--- src/rtl/ret_stack.sv ---
// ---------------------------------------------------------------------------
// ret_stack : hardware return-address stack sitting beside the program counter.
//
// A call (PUSH) captures the return address on ADDR_IN. A return (POP) drives
// the top entry back to the PC as a registered DATA_OUT value plus a
// one-cycle LOAD_OUT strobe. Over/underflow are reported as sticky flags.
//
// Ports:
//   clk       in   1                 system clock, rising edge
//   REST      in   1                 synchronous active-high reset
//   PUSH      in   1                 call request, stores ADDR_IN
//   POP       in   1                 return request, delivers top entry
//   ADDR_IN   in   AW                return address to push
//   DATA_OUT  out  AW                popped address (to PC DATA_IN)
//   LOAD_OUT  out  1                 one-cycle load strobe (to PC LOAD)
//   COUNT     out  $clog2(DEPTH+1)   number of valid entries
//   EMPTY     out  1                 COUNT == 0
//   FULL      out  1                 COUNT == DEPTH
//   OVF       out  1                 sticky overflow flag
//   UNF       out  1                 sticky underflow flag
//
// Build option:
//   RET_STACK_WRAP_EN  defined   : push on full overwrites the oldest entry
//                                  (circular), COUNT stays DEPTH, no OVF.
//                      undefined : push on full is dropped and OVF is set.
// ---------------------------------------------------------------------------
module ret_stack #(
    parameter int DEPTH = 8,
    parameter int AW    = 12
) (
    input  logic                         clk,
    input  logic                         REST,
    input  logic                         PUSH,
    input  logic                         POP,
    input  logic [AW-1:0]                ADDR_IN,
    output logic [AW-1:0]                DATA_OUT,
    output logic                         LOAD_OUT,
    output logic [$clog2(DEPTH+1)-1:0]   COUNT,
    output logic                         EMPTY,
    output logic                         FULL,
    output logic                         OVF,
    output logic                         UNF
);

    localparam int SPW = $clog2(DEPTH);
    localparam int CW  = $clog2(DEPTH+1);

    localparam logic [SPW-1:0] SP_ONE    = SPW'(1);
    localparam logic [CW-1:0]  CNT_ONE   = CW'(1);
    localparam logic [CW-1:0]  CNT_ZERO  = CW'(0);
    localparam logic [CW-1:0]  CNT_DEPTH = CW'(DEPTH);

    // Storage and state
    logic [AW-1:0]  r_mem [DEPTH];
    logic [SPW-1:0] r_sp;
    logic [CW-1:0]  r_count;
    logic [AW-1:0]  r_data;
    logic           r_load;
    logic           r_ovf;
    logic           r_unf;

    // Next-state terms
    logic           w_empty;
    logic           w_full;
    logic [SPW-1:0] w_top_idx;
    logic [AW-1:0]  w_top;
    logic           w_mem_we;
    logic [SPW-1:0] w_mem_idx;
    logic [SPW-1:0] w_sp_nxt;
    logic [CW-1:0]  w_count_nxt;
    logic [AW-1:0]  w_data_nxt;
    logic           w_load_nxt;
    logic           w_ovf_set;
    logic           w_unf_set;

    assign w_empty   = (r_count == CNT_ZERO);
    assign w_full    = (r_count == CNT_DEPTH);
    // sp points at the next free slot; the natural SPW-bit wrap gives modulo DEPTH.
    assign w_top_idx = r_sp - SP_ONE;
    assign w_top     = r_mem[w_top_idx];

    // Decode the request pair into memory write, pointer, count and output updates.
    always_comb begin
        w_mem_we    = 1'b0;
        w_mem_idx   = r_sp;
        w_sp_nxt    = r_sp;
        w_count_nxt = r_count;
        w_data_nxt  = r_data;
        w_load_nxt  = 1'b0;
        w_ovf_set   = 1'b0;
        w_unf_set   = 1'b0;

        case ({PUSH, POP})
            2'b10: begin
                if (!w_full) begin
                    w_mem_we    = 1'b1;
                    w_mem_idx   = r_sp;
                    w_sp_nxt    = r_sp + SP_ONE;
                    w_count_nxt = r_count + CNT_ONE;
                end else begin
`ifdef RET_STACK_WRAP_EN
                    // Circular mode: slot at sp holds the oldest entry when full.
                    w_mem_we    = 1'b1;
                    w_mem_idx   = r_sp;
                    w_sp_nxt    = r_sp + SP_ONE;
`else
                    w_ovf_set   = 1'b1;
`endif
                end
            end
            2'b01: begin
                if (!w_empty) begin
                    w_data_nxt  = w_top;
                    w_load_nxt  = 1'b1;
                    w_sp_nxt    = w_top_idx;
                    w_count_nxt = r_count - CNT_ONE;
                end else begin
                    w_unf_set   = 1'b1;
                end
            end
            2'b11: begin
                if (!w_empty) begin
                    // Tail call: return the old top and replace it in place.
                    w_data_nxt  = w_top;
                    w_load_nxt  = 1'b1;
                    w_mem_we    = 1'b1;
                    w_mem_idx   = w_top_idx;
                end else begin
                    // Nothing to return: the push still happens (DEPTH >= 2,
                    // so an empty stack is never full).
                    w_mem_we    = 1'b1;
                    w_mem_idx   = r_sp;
                    w_sp_nxt    = r_sp + SP_ONE;
                    w_count_nxt = r_count + CNT_ONE;
                    w_unf_set   = 1'b1;
                end
            end
            default: begin
                w_load_nxt  = 1'b0;
            end
        endcase
    end

    // Entry storage; contents are don't-care after reset, reset only blocks writes.
    always_ff @(posedge clk) begin
        if (!REST && w_mem_we) begin
            r_mem[w_mem_idx] <= ADDR_IN;
        end
    end

    // Pointer, count, output and sticky flag registers with synchronous reset.
    always_ff @(posedge clk) begin
        if (REST) begin
            r_sp    <= '0;
            r_count <= '0;
            r_data  <= '0;
            r_load  <= 1'b0;
            r_ovf   <= 1'b0;
            r_unf   <= 1'b0;
        end else begin
            r_sp    <= w_sp_nxt;
            r_count <= w_count_nxt;
            r_data  <= w_data_nxt;
            r_load  <= w_load_nxt;
            r_ovf   <= r_ovf | w_ovf_set;
            r_unf   <= r_unf | w_unf_set;
        end
    end

    assign DATA_OUT = r_data;
    assign LOAD_OUT = r_load;
    assign COUNT    = r_count;
    assign EMPTY    = w_empty;
    assign FULL     = w_full;
    assign OVF      = r_ovf;
    assign UNF      = r_unf;

endmodule

--- config.mk ---
export PLATFORM = sky130hd
export DESIGN_NAME = ret_stack
export DESIGN_NICKNAME = d
export VERILOG_FILES = /design/src/rtl/ret_stack.sv
export SDC_FILE = /design/constraint.sdc
export NUM_CORES = 1
export LEC_CHECK = 0
export BUFFER_PORTS_ARGS = -buffer_cell sky130_fd_sc_hd__buf_2
export CAP_MARGIN = 20
export CORE_UTILIZATION = 24
export CTS_CLUSTER_SIZE = 8
export DETAILED_ROUTE_END_ITERATION = 10
export GPL_TIMING_DRIVEN = 0
export SLEW_MARGIN = 20
export SYNTH_ARGS = -nofsm -noshare
export SYNTH_HDL_FRONTEND = slang
export SYNTH_SLANG_ARGS = --single-unit
--- constraint.sdc ---
create_clock -name clk -period 3.4 [get_ports clk]
set_clock_uncertainty 0.2 [all_clocks]
set_input_delay 0.68 -clock clk [delete_from_list [all_inputs] [get_ports clk]]
set_output_delay 0.68 -clock clk [all_outputs]
set_load 0.005 [all_outputs]
# Word level (Yosys, flattened, before mapping)
# Memory sizes are Yosys's and may differ from the RTL's. A register that Yosys moved wholly into a read port is not among the register bits.
# Cells that the tools add are included.
dict set report word_totals {
  in_bits 16
  output_inout_bits 21
  rom_bits 0
  mem_bits_rw 96
  regBits 10
  word_cells 48
  memories 1
  latchBits 0
}
# memory words width rd rd_ports_with_merged_regs wr line
set memory_table {}
lappend memory_table {r_mem 8 12 1 1 1 54} ;# logic [AW-1:0] r_mem [DEPTH];
dict set report classes {
  shifts 0
  magnitude_cmp 0
  n_mul 0
  reduce_logical 9
  bitwise_logic 4
  n_eq_ne 7
  n_mux 18
  n_addsub 4
  div 0
}
# op n
set op_table {}
lappend op_table {{$mux W3} 4}
lappend op_table {{$mux W4} 3}
lappend op_table {{$pmux W4 S3} 1}
lappend op_table {{$pmux W3 S3} 1}
lappend op_table {{$mux W1} 8}
lappend op_table {{$ne A2 B2 Y1 const B} 3}
lappend op_table {{$add A4 B1 Y4 const B} 1}
lappend op_table {{$eq A2 B2 Y1 const B} 2}
lappend op_table {{$eq A4 B4 Y1 const B} 1}
lappend op_table {{$logic_not A4 Y1} 1}
lappend op_table {{$reduce_and A4 Y1} 1}
lappend op_table {{$reduce_or A2 Y1} 2}
lappend op_table {{$sub A4 B1 Y4 const B} 1}
lappend op_table {{$add A3 B1 Y3 const B} 1}
lappend op_table {{$reduce_and A3 Y1} 1}
lappend op_table {{$reduce_bool A3 Y1} 1}
lappend op_table {{$sub A3 B1 Y3 const B} 1}
lappend op_table {{$eq A2 B1 Y1 const B} 1}
lappend op_table {{$not A1 Y1} 2}
lappend op_table {{$or A1 B1 Y1} 2}
lappend op_table {{$pmux W1 S2} 1}
lappend op_table {{$reduce_and A2 Y1} 1}
lappend op_table {{$logic_and A1 B1 Y1} 1}
lappend op_table {{$logic_not A1 Y1} 1}

# Logic depth before layout (Yosys ltp)
# Gate-level depths: netlist of run 1.
dict set report logic_depth {
  depth_word 6
  mapped_depth 10
  depth_no_buf 6
}

# Worst setup path before layout of run 1
# No wires, ideal clock.
dict set report synth_path {
  kind {reg2reg}
  from {reg r_sp[0]}
  to {mem r_mem[6][0], enable pin}
  arrival_time_ns 2.513
  path_slack_ns 0.306
  t_required_ns 2.820
  path_buffers 4
  synth_period_minus_slack_ns 3.094
  path_stages_with_launch 10
  path_cell_list {dfxtp_1 > clkbuf_1 > inv_2 > buf_4 > ha_1 > clkbuf_1 > buf_2 > a2111oi_0 > a31oi_1 > nor2_1}
}
dict set report synth_via {
  elab_chain_len 3
}
# item line
set synth_lines {}
lappend synth_lines {{start: declaration} 55} ;# logic [SPW-1:0] r_sp;
lappend synth_lines {{start signal: assignment} 161} ;# r_sp <= w_sp_nxt;
lappend synth_lines {{$sub A3 B1 Y3} 79} ;# assign w_top_idx = r_sp - SP_ONE;
lappend synth_lines {{$mux W3} --}
lappend synth_lines {{$mux W3 *} --}
lappend synth_lines {{end: declaration} 54}
# Mark *: on every way between the ends. The rest lies on a longest branch, timed or not.

# Worst setup path in the final report of run 1
dict set report layout_path {
  from {reg r_sp[0]}
  to {mem r_mem[3][6], enable pin}
}
# The elaborated chain is that of the path after synthesis.

==> qor.yml, run 1 <==
hold_path:
  hold_start: "OVF"
  worstHoldEndpoint: "OVF"
  hold_class: "register to register"
  hold_depth: 2
yosys:
  ys_async_sr_fraction_pct: 0
  syn_nets: 391
  synthTopCellsByCount: "edfxtp_1 (96), nand3_1 (51), mux2i_1 (48)"
  syn_area_per_cell_sq_um: 13.60
  synth_most_common_cell: "edfxtp_1"
  synth_edf_count: 96
  synth_seq_area_share_pct: 65.69
  ys_types: 44
  yosys.area.top_type: "edfxtp_1"
  yosys.area.top_type_share_pct: 56.99
  yosys_warnings: 0
  ys_ff_latch: 118
  syn_area_sq_um: 5059
  synth_ff_type: "edfxtp_1"
  synthTopCellsByArea: "edfxtp_1 (57%), mux2i_1 (9.5%), dfxtp_1 (8.7%)"
  syn_inst: 372
sta:
  fmax_ghz: 0.3067
  relSlewSlack_pct: 41.17
  worst_pin_slew_ns: 0.8766
  hold_viol: 0
  rsz0062_at_grt: "no"
  final_max_slew_viol_count: 0
  setup_viol: 0
  min_period_over_period_pct: 95.91
  fin_ws_ns: 0.1391
  period_minus_slack_ns: 3.261
clocking:
  cts_sinks: 118
  cts_made_buffers: 17
  clock_tree.buffer_depth: 2
  cts_tree: "done"
  htreeDepth: 4
  clk_pin_slew_ns: 0.06
  cts_root_buf: "clkbuf_16"
  cts-hold-fix-buffers: 0
  clk_latency_ns: 0.42
route:
  vias: 3311
  first_iter_violations: 302
  wl_um: 12200
  antenna_left: 0
  drc_errors: 0
  wire_per_inst_um: 17.04
  drt-pass1-iter-count: 5
  viasPerCell: 4.624
setup_path:
  worstSetupStartpointType: "register"
  r2r-start: "r_sp[0]"
  worst-path-max-fanout: 12
  crit_type: "register to register"
  cp.arrival_ns: 3.23
  cp-end-kind: "register"
  r2r_end: "r_mem[3][6]"
  reg2regPathDepth: 10
  cp_data_required_time_ns: 3.37
  r2r_slack_ns: 0.14
placed_design:
  dp.cells: 676
  place_ws_ns: -0.3663
  routabilityCongestion: 0.7965
  hpwl_um: 7699
  port-buffer-count: 34
  dpl_cell_area_sq_um: 5587
grt:
  grt_pass1_wl_um: 19020
  grt_max_degree: 17
  antenna_found_initial: 0
  grt_pass1_vias: 3435
  grt.overflow.total: 0
  track_usage_pct: 11.88
power_and_ir_drop:
  power.density_nw_per_um2: 882.6
  vdd_ir_drop_max_uv: 365.6
  leakage_uw: 0.002196
die:
  die_h_um: 147.2
  die_w_um: 147.2
  io_pins: 37
  dieArea_sq_um: 21660
  rows: 52
  initial_utilization_pct: 24.76
  core_area_sq_um: 20430
final_layout:
  synthToLayoutAreaGrowth_pct: 25.92
  nets: 452
  fillers: 2017
  fin_area_sq_um: 6370
  post_route_cells_drive_above_1_share_pct: 23.32
  finalNonFillerCells: 716
  n_antenna_cell: 0
job:
  max-cap-violations: 0
run_status:
  status: "finished clean"
==> final cells by class <==
cell class | count | area [sq um] | area share, %
plain buffers | 27 | 142.6 | 2.239
clock buffers | 18 | 429.2 | 6.737
clock inverters | 14 | 158.9 | 2.495
inverters | 7 | 27.53 | 0.4321
multi-input cells | 220 | 1633 | 25.63
flip-flops and latches | 118 | 3323 | 52.17
well taps | 270 | 337.8 | 5.303
repair buffers | 42 | 317.8 | 4.989
==> sequential cells by signal, summed over array words and instances, names as in the netlist <==
name      flops
OVF           1
r_mem        96
COUNT         4
r_sp          3
UNF           1
DATA_OUT     12
LOAD_OUT      1
==> power by group <==
group	internal [uW]	total (uW)	switching (uW)
Sequential	1730	1810	79.7
Clock	1140	1770	631
Combinational	756	2040	1290
==> cells in the final DEF, fill, tap and decap left out, types with 3 or more instances in the layout <==
cell type / n
nand2b_1: 6
clkinv_2: 3
ha_1: 3
clkinv_1: 3
nor4_1: 3
a31oi_1: 4
nand3_1: 51
nor3_1: 3
nand2_1: 4
inv_1: 4
clkinvlp_4: 4
nand4_1: 12
nor2b_4: 4
nand3b_1: 12
edfxtp_1: 96
dfxtp_1: 22
mux2i_1: 48
bufinv_16: 3
a21oi_1: 7
clkbuf_1: 12
buf_12: 7
clkbuf_16: 17
a2111o_1: 3
xnor2_1: 3
nor2_1: 14
nor2_4: 4
buf_6: 3
o21ai_0: 13
buf_2: 45
==> worst max-delay path, cell delays in order, from the launching register on <==
cell and delay (ns):
dfxtp_1 0.37, clkbuf_2 0.25, inv_2 0.14, buf_4 0.22, ha_1 0.28, clkbuf_1 0.24, buf_2 0.41, a2111oi_0 0.14
a31oi_1 0.48, nor2_4 0.09, buf_12 0.18
==> through the flow <==
step                hold WS [ns]  util (%)  total power, uW  setup TNS [ns]
floorplan                 0.2604         -             3142               0
global placement          0.2452     27.25             3735          -52.74
detailed placement        0.2651     27.35             3787          -24.52
CTS                       0.2805     30.95             5612               0
global route              0.3102     31.18             5884               0
finish                    0.2777     31.18             5622               0
==> worst max path at each step <==
stage / from / end / slack, ns / cells past startpoint
2_1_floorplan: r_sp[0] / r_mem[6][0] / 0.31 / 9
3_3_place_gp: r_sp[0] / r_mem[6][2] / -0.59 / 9
3_5_place_dp: r_sp[0] / r_mem[2][9] / -0.37 / 9
4_1_cts: r_sp[0] / r_mem[5][10] / 0.02 / 9
5_1_grt: r_sp[0] / r_mem[3][6] / 0.02 / 10
6_report: r_sp[0] / r_mem[3][6] / 0.14 / 10
==> metal layers <==
metal / global-route usage (%) / up-vias / share of wire (%) / wire, um
met3: 5.155 / 21 / 8.1 / 991
met4: 4.691 / 0 / 1.8 / 219
li1: - / 1549 / - / -
met5: 0 / - / 0 / 0
met2: 18.37 / 117 / 46 / 5568
met1: 14.50 / 1624 / 44 / 5419
==> repair_timing <==
action                     in CTS  in global routing
setup buffers                   6                  2
pin swaps                       4                  0
setup endpoints to repair      96                107
resized for setup               8                  4
==> kinds of logic after synthesis <==
group           Yosys count  share of synthesized area [%]
flops                   118                          65.69
simple gates            121                          13.43
compound gates           42                          6.208
buf+inv                  34                          3.339
mux                      49                          9.720
xor+xnor                  5                         0.8659
fa+ha+maj                 3                         0.7421
Note: power is estimated with default switching activity, not from simulation.
==> run 2, diff against run 1 <==
--- a/config.mk
+++ b/config.mk
@@ -7,10 +7,12 @@
 export LEC_CHECK = 0
 export BUFFER_PORTS_ARGS = -buffer_cell sky130_fd_sc_hd__buf_2
 export CAP_MARGIN = 20
+export CORE_MARGIN = 2
 export CORE_UTILIZATION = 24
 export CTS_CLUSTER_SIZE = 8
 export DETAILED_ROUTE_END_ITERATION = 10
 export GPL_TIMING_DRIVEN = 0
+export PLACE_DENSITY = 0.41
 export SLEW_MARGIN = 20
 export SYNTH_ARGS = -nofsm -noshare
 export SYNTH_HDL_FRONTEND = slang
==> qor.yml, run 2 (same netlist as run 1, synthesis figures left out) <==
grt:
  antenna_found_initial: 0  # unchanged
  grt.overflow.total: 0  # unchanged
  grt_max_degree: 17  # unchanged
  grt_pass1_wl_um: 21100  # was 19020 um
  track_usage_pct: 13.21  # was 11.88%
  grt_pass1_vias: 3439  # was 3435
power_and_ir_drop:
  power.density_nw_per_um2: 896.3  # was 882.6 nW/um^2
  clkPwrFrac_pct: 31.1  # was 31.5%
  p_int_uw: 3637  # was 3625 uW
  swShare_pct: 36.62  # was 35.52%
  pwr-share-comb_pct: 37.4  # was 36.3%
  vdd_ir_drop_max_uv: 421.0  # was 365.6 uV
  leakage_uw: 0.002227  # was 0.002196 uW
  pwr-share-seq_pct: 31.5  # was 32.1%
  netSwitchingPower_uw: 2101  # was 1997 uW
sta:
  hold_viol: 0  # unchanged
  worst_pin_slew_ns: 0.7968  # was 0.8766 ns
  period_minus_slack_ns: 3.222  # was 3.261 ns
  relSlewSlack_pct: 46.52  # was 41.17%
  fin_setup_tns_ns: 0  # unchanged
  setup_viol: 0  # unchanged
  fmax_ghz: 0.3104  # was 0.3067 GHz
  final_max_slew_viol_count: 0  # unchanged
  fin_ws_ns: 0.1783  # was 0.1391 ns
  min_period_over_period_pct: 94.76  # was 95.91%
setup_path:
  cp-end-kind: "register"  # unchanged
  cp_slowest_cell: "a2111oi_1"  # was a31oi_1
  reg2regPathDepth: 10  # unchanged
  cp_cell_sequence: "buf_2 -> inv_2 -> buf_4 -> ha_1 -> clkbuf_1 -> clkbuf_4 -> a2111oi_1 -> a31oi_1 -> nor2_4 -> buf_8"  # was clkbuf_2 -> inv_2 -> buf_4 -> ha_1 -> clkbuf_1 -> buf_2 -> a2111oi_0 -> a31oi_1 -> nor2_4 -> buf_12
  r2r_slack_ns: 0.18  # was 0.14 ns
  worstSetupStartpointType: "register"  # unchanged
  critPathTopFamily: "buffers and inverters"  # unchanged
  crit_type: "register to register"  # unchanged
  worst-path-max-fanout: 10  # was 12
  critPathBufInv: 6  # unchanged
  cp.depth: 10  # unchanged
  cp.arrival_ns: 3.15  # was 3.23 ns
  cp_data_required_time_ns: 3.32  # was 3.37 ns
  max_stage_delay_ns: 0.44  # was 0.48 ns
clocking:
  cts_made_buffers: 17  # unchanged
  cts_sinks: 118  # unchanged
  clk_latency_ns: 0.41  # was 0.42 ns
  cts-hold-fix-buffers: 0  # unchanged
  clk_pin_slew_ns: 0.06  # about the same
  htreeDepth: 4  # unchanged
  cts_tree: "done"  # unchanged
  cts_root_buf: "clkbuf_16"  # unchanged
  clock_tree.buffer_depth: 2  # unchanged
die:
  die_h_um: 149.2  # was 147.2 um
  io_pins: 37  # unchanged
  dieArea_sq_um: 22250  # was 21660 sq um
  core_area_sq_um: 20820  # was 20430 sq um
  rows: 53  # was 52
  die_w_um: 149.2  # was 147.2 um
  initial_utilization_pct: 24.29  # was 24.76%
final_layout:
  largest-register: "r_mem"  # unchanged
  nets: 459  # was 452
  synthToLayoutAreaGrowth_pct: 26.56  # was 25.92%
  largest_reg_flops: 96  # unchanged
  layout_common_cells: "edfxtp_1 (96), nand3_1 (51), mux2i_1 (48)"  # unchanged
  n_antenna_cell: 0  # unchanged
  final_common_cell: "edfxtp_1"  # unchanged
  post_route_cells_drive_above_1_share_pct: 24.50  # was 23.32%
hold_path:
  hold_depth: 2  # unchanged
  hold_class: "register to register"  # unchanged
route:
  drt-pass1-iter-count: 5  # unchanged
  drc_errors: 0  # unchanged
  wire_per_inst_um: 19.25  # was 17.04 um
  viasPerCell: 4.600  # was 4.624
  wl_um: 14010  # was 12200 um
  first_iter_violations: 254  # was 302
  vias: 3349  # was 3311
  antenna_left: 0  # unchanged
job:
  max-cap-violations: 0  # unchanged
run_status:
  status: "finished clean"  # unchanged
placed_design:
  port-buffer-count: 34  # unchanged
  hpwl_um: 9469  # was 7699 um
  routabilityCongestion: 0.7180  # was 0.7965
  place_ws_ns: -0.4463  # was -0.3663 ns
==> run 2: cell types whose count changed in the layout (fill, tap and decap cells not counted), sizes merged <==
| cell | before | now |
|---|---|---|
| clkinvlp | 4 | 5 |
| buf | 57 | 64 |
| clkinv | 7 | 6 |
==> run 2: stage by stage <==
step	instance area, sq um	util (%)	total power (uW)	hold slack, ns	instances
after floorplan	5059	-	3142	0.2604	372
after global placement	5573	26.76	3896	0.2512	681
after detailed placement	5683	27.29	3935	0.2753	688
after CTS	6350	30.50	5763	0.2914	723
after global routing	6402	30.75	6021	0.3104	728
final	6402	30.75	5738	0.2837	728
==> run 2: tightest hold or removal path, cell delays in order, from the launching register on <==
cell	delay, ns
dfxtp_1	0.33
a21oi_1	0.05
nor2_1	0.07
==> run 2: path summary, 6_finish.rpt <==
path | from | endpoint
worst max-delay path | r_sp[0] | r_mem[3][0]
worst min-delay path | UNF | UNF
worst max register to register | r_sp[0] | r_mem[3][0]
worst min register to register | UNF | UNF
==> run 2: per-layer routing <==
metal / part of all wire, % / vias up / global-route usage (%)
li1: - / 1567 / -
met1: 47 / 1666 / 18.11
met2: 45 / 96 / 19.75
met3: 5.5 / 20 / 3.853
met4: 2.0 / 0 / 4.952
met5: 0 / - / 0
==> run 2: what timing repair did <==
item | in CTS | in global routing
setup endpoints to repair | 92 | 78
pin swaps | 4 | 1
buffers inserted | 3 | 5
resized for setup | 7 | 6
cloned | 0 | 0
==> run 2: power groups by stage <==
stage               Clock [uW]  Sequential [uW]  Combinational, uW
detailed placement           0             1840               2100
global route              1880             1830               2310
global placement             0             1830               2060
CTS                       1820             1810               2130
floorplan                    0             1830               1310
finish                    1780             1810               2150
==> run 2: final cells by class <==
cell class	instances	area, sq um
Inverter	7	27.53
Clock buffer	18	429.2
Multi-Input combinational cell	220	1629
Fill cell	2112	14420
Buffer	27	145.1
Clock inverter	14	158.9
Sequential cell	118	3323
Timing Repair Buffer	49	345.3
Tap cell	275	344.1
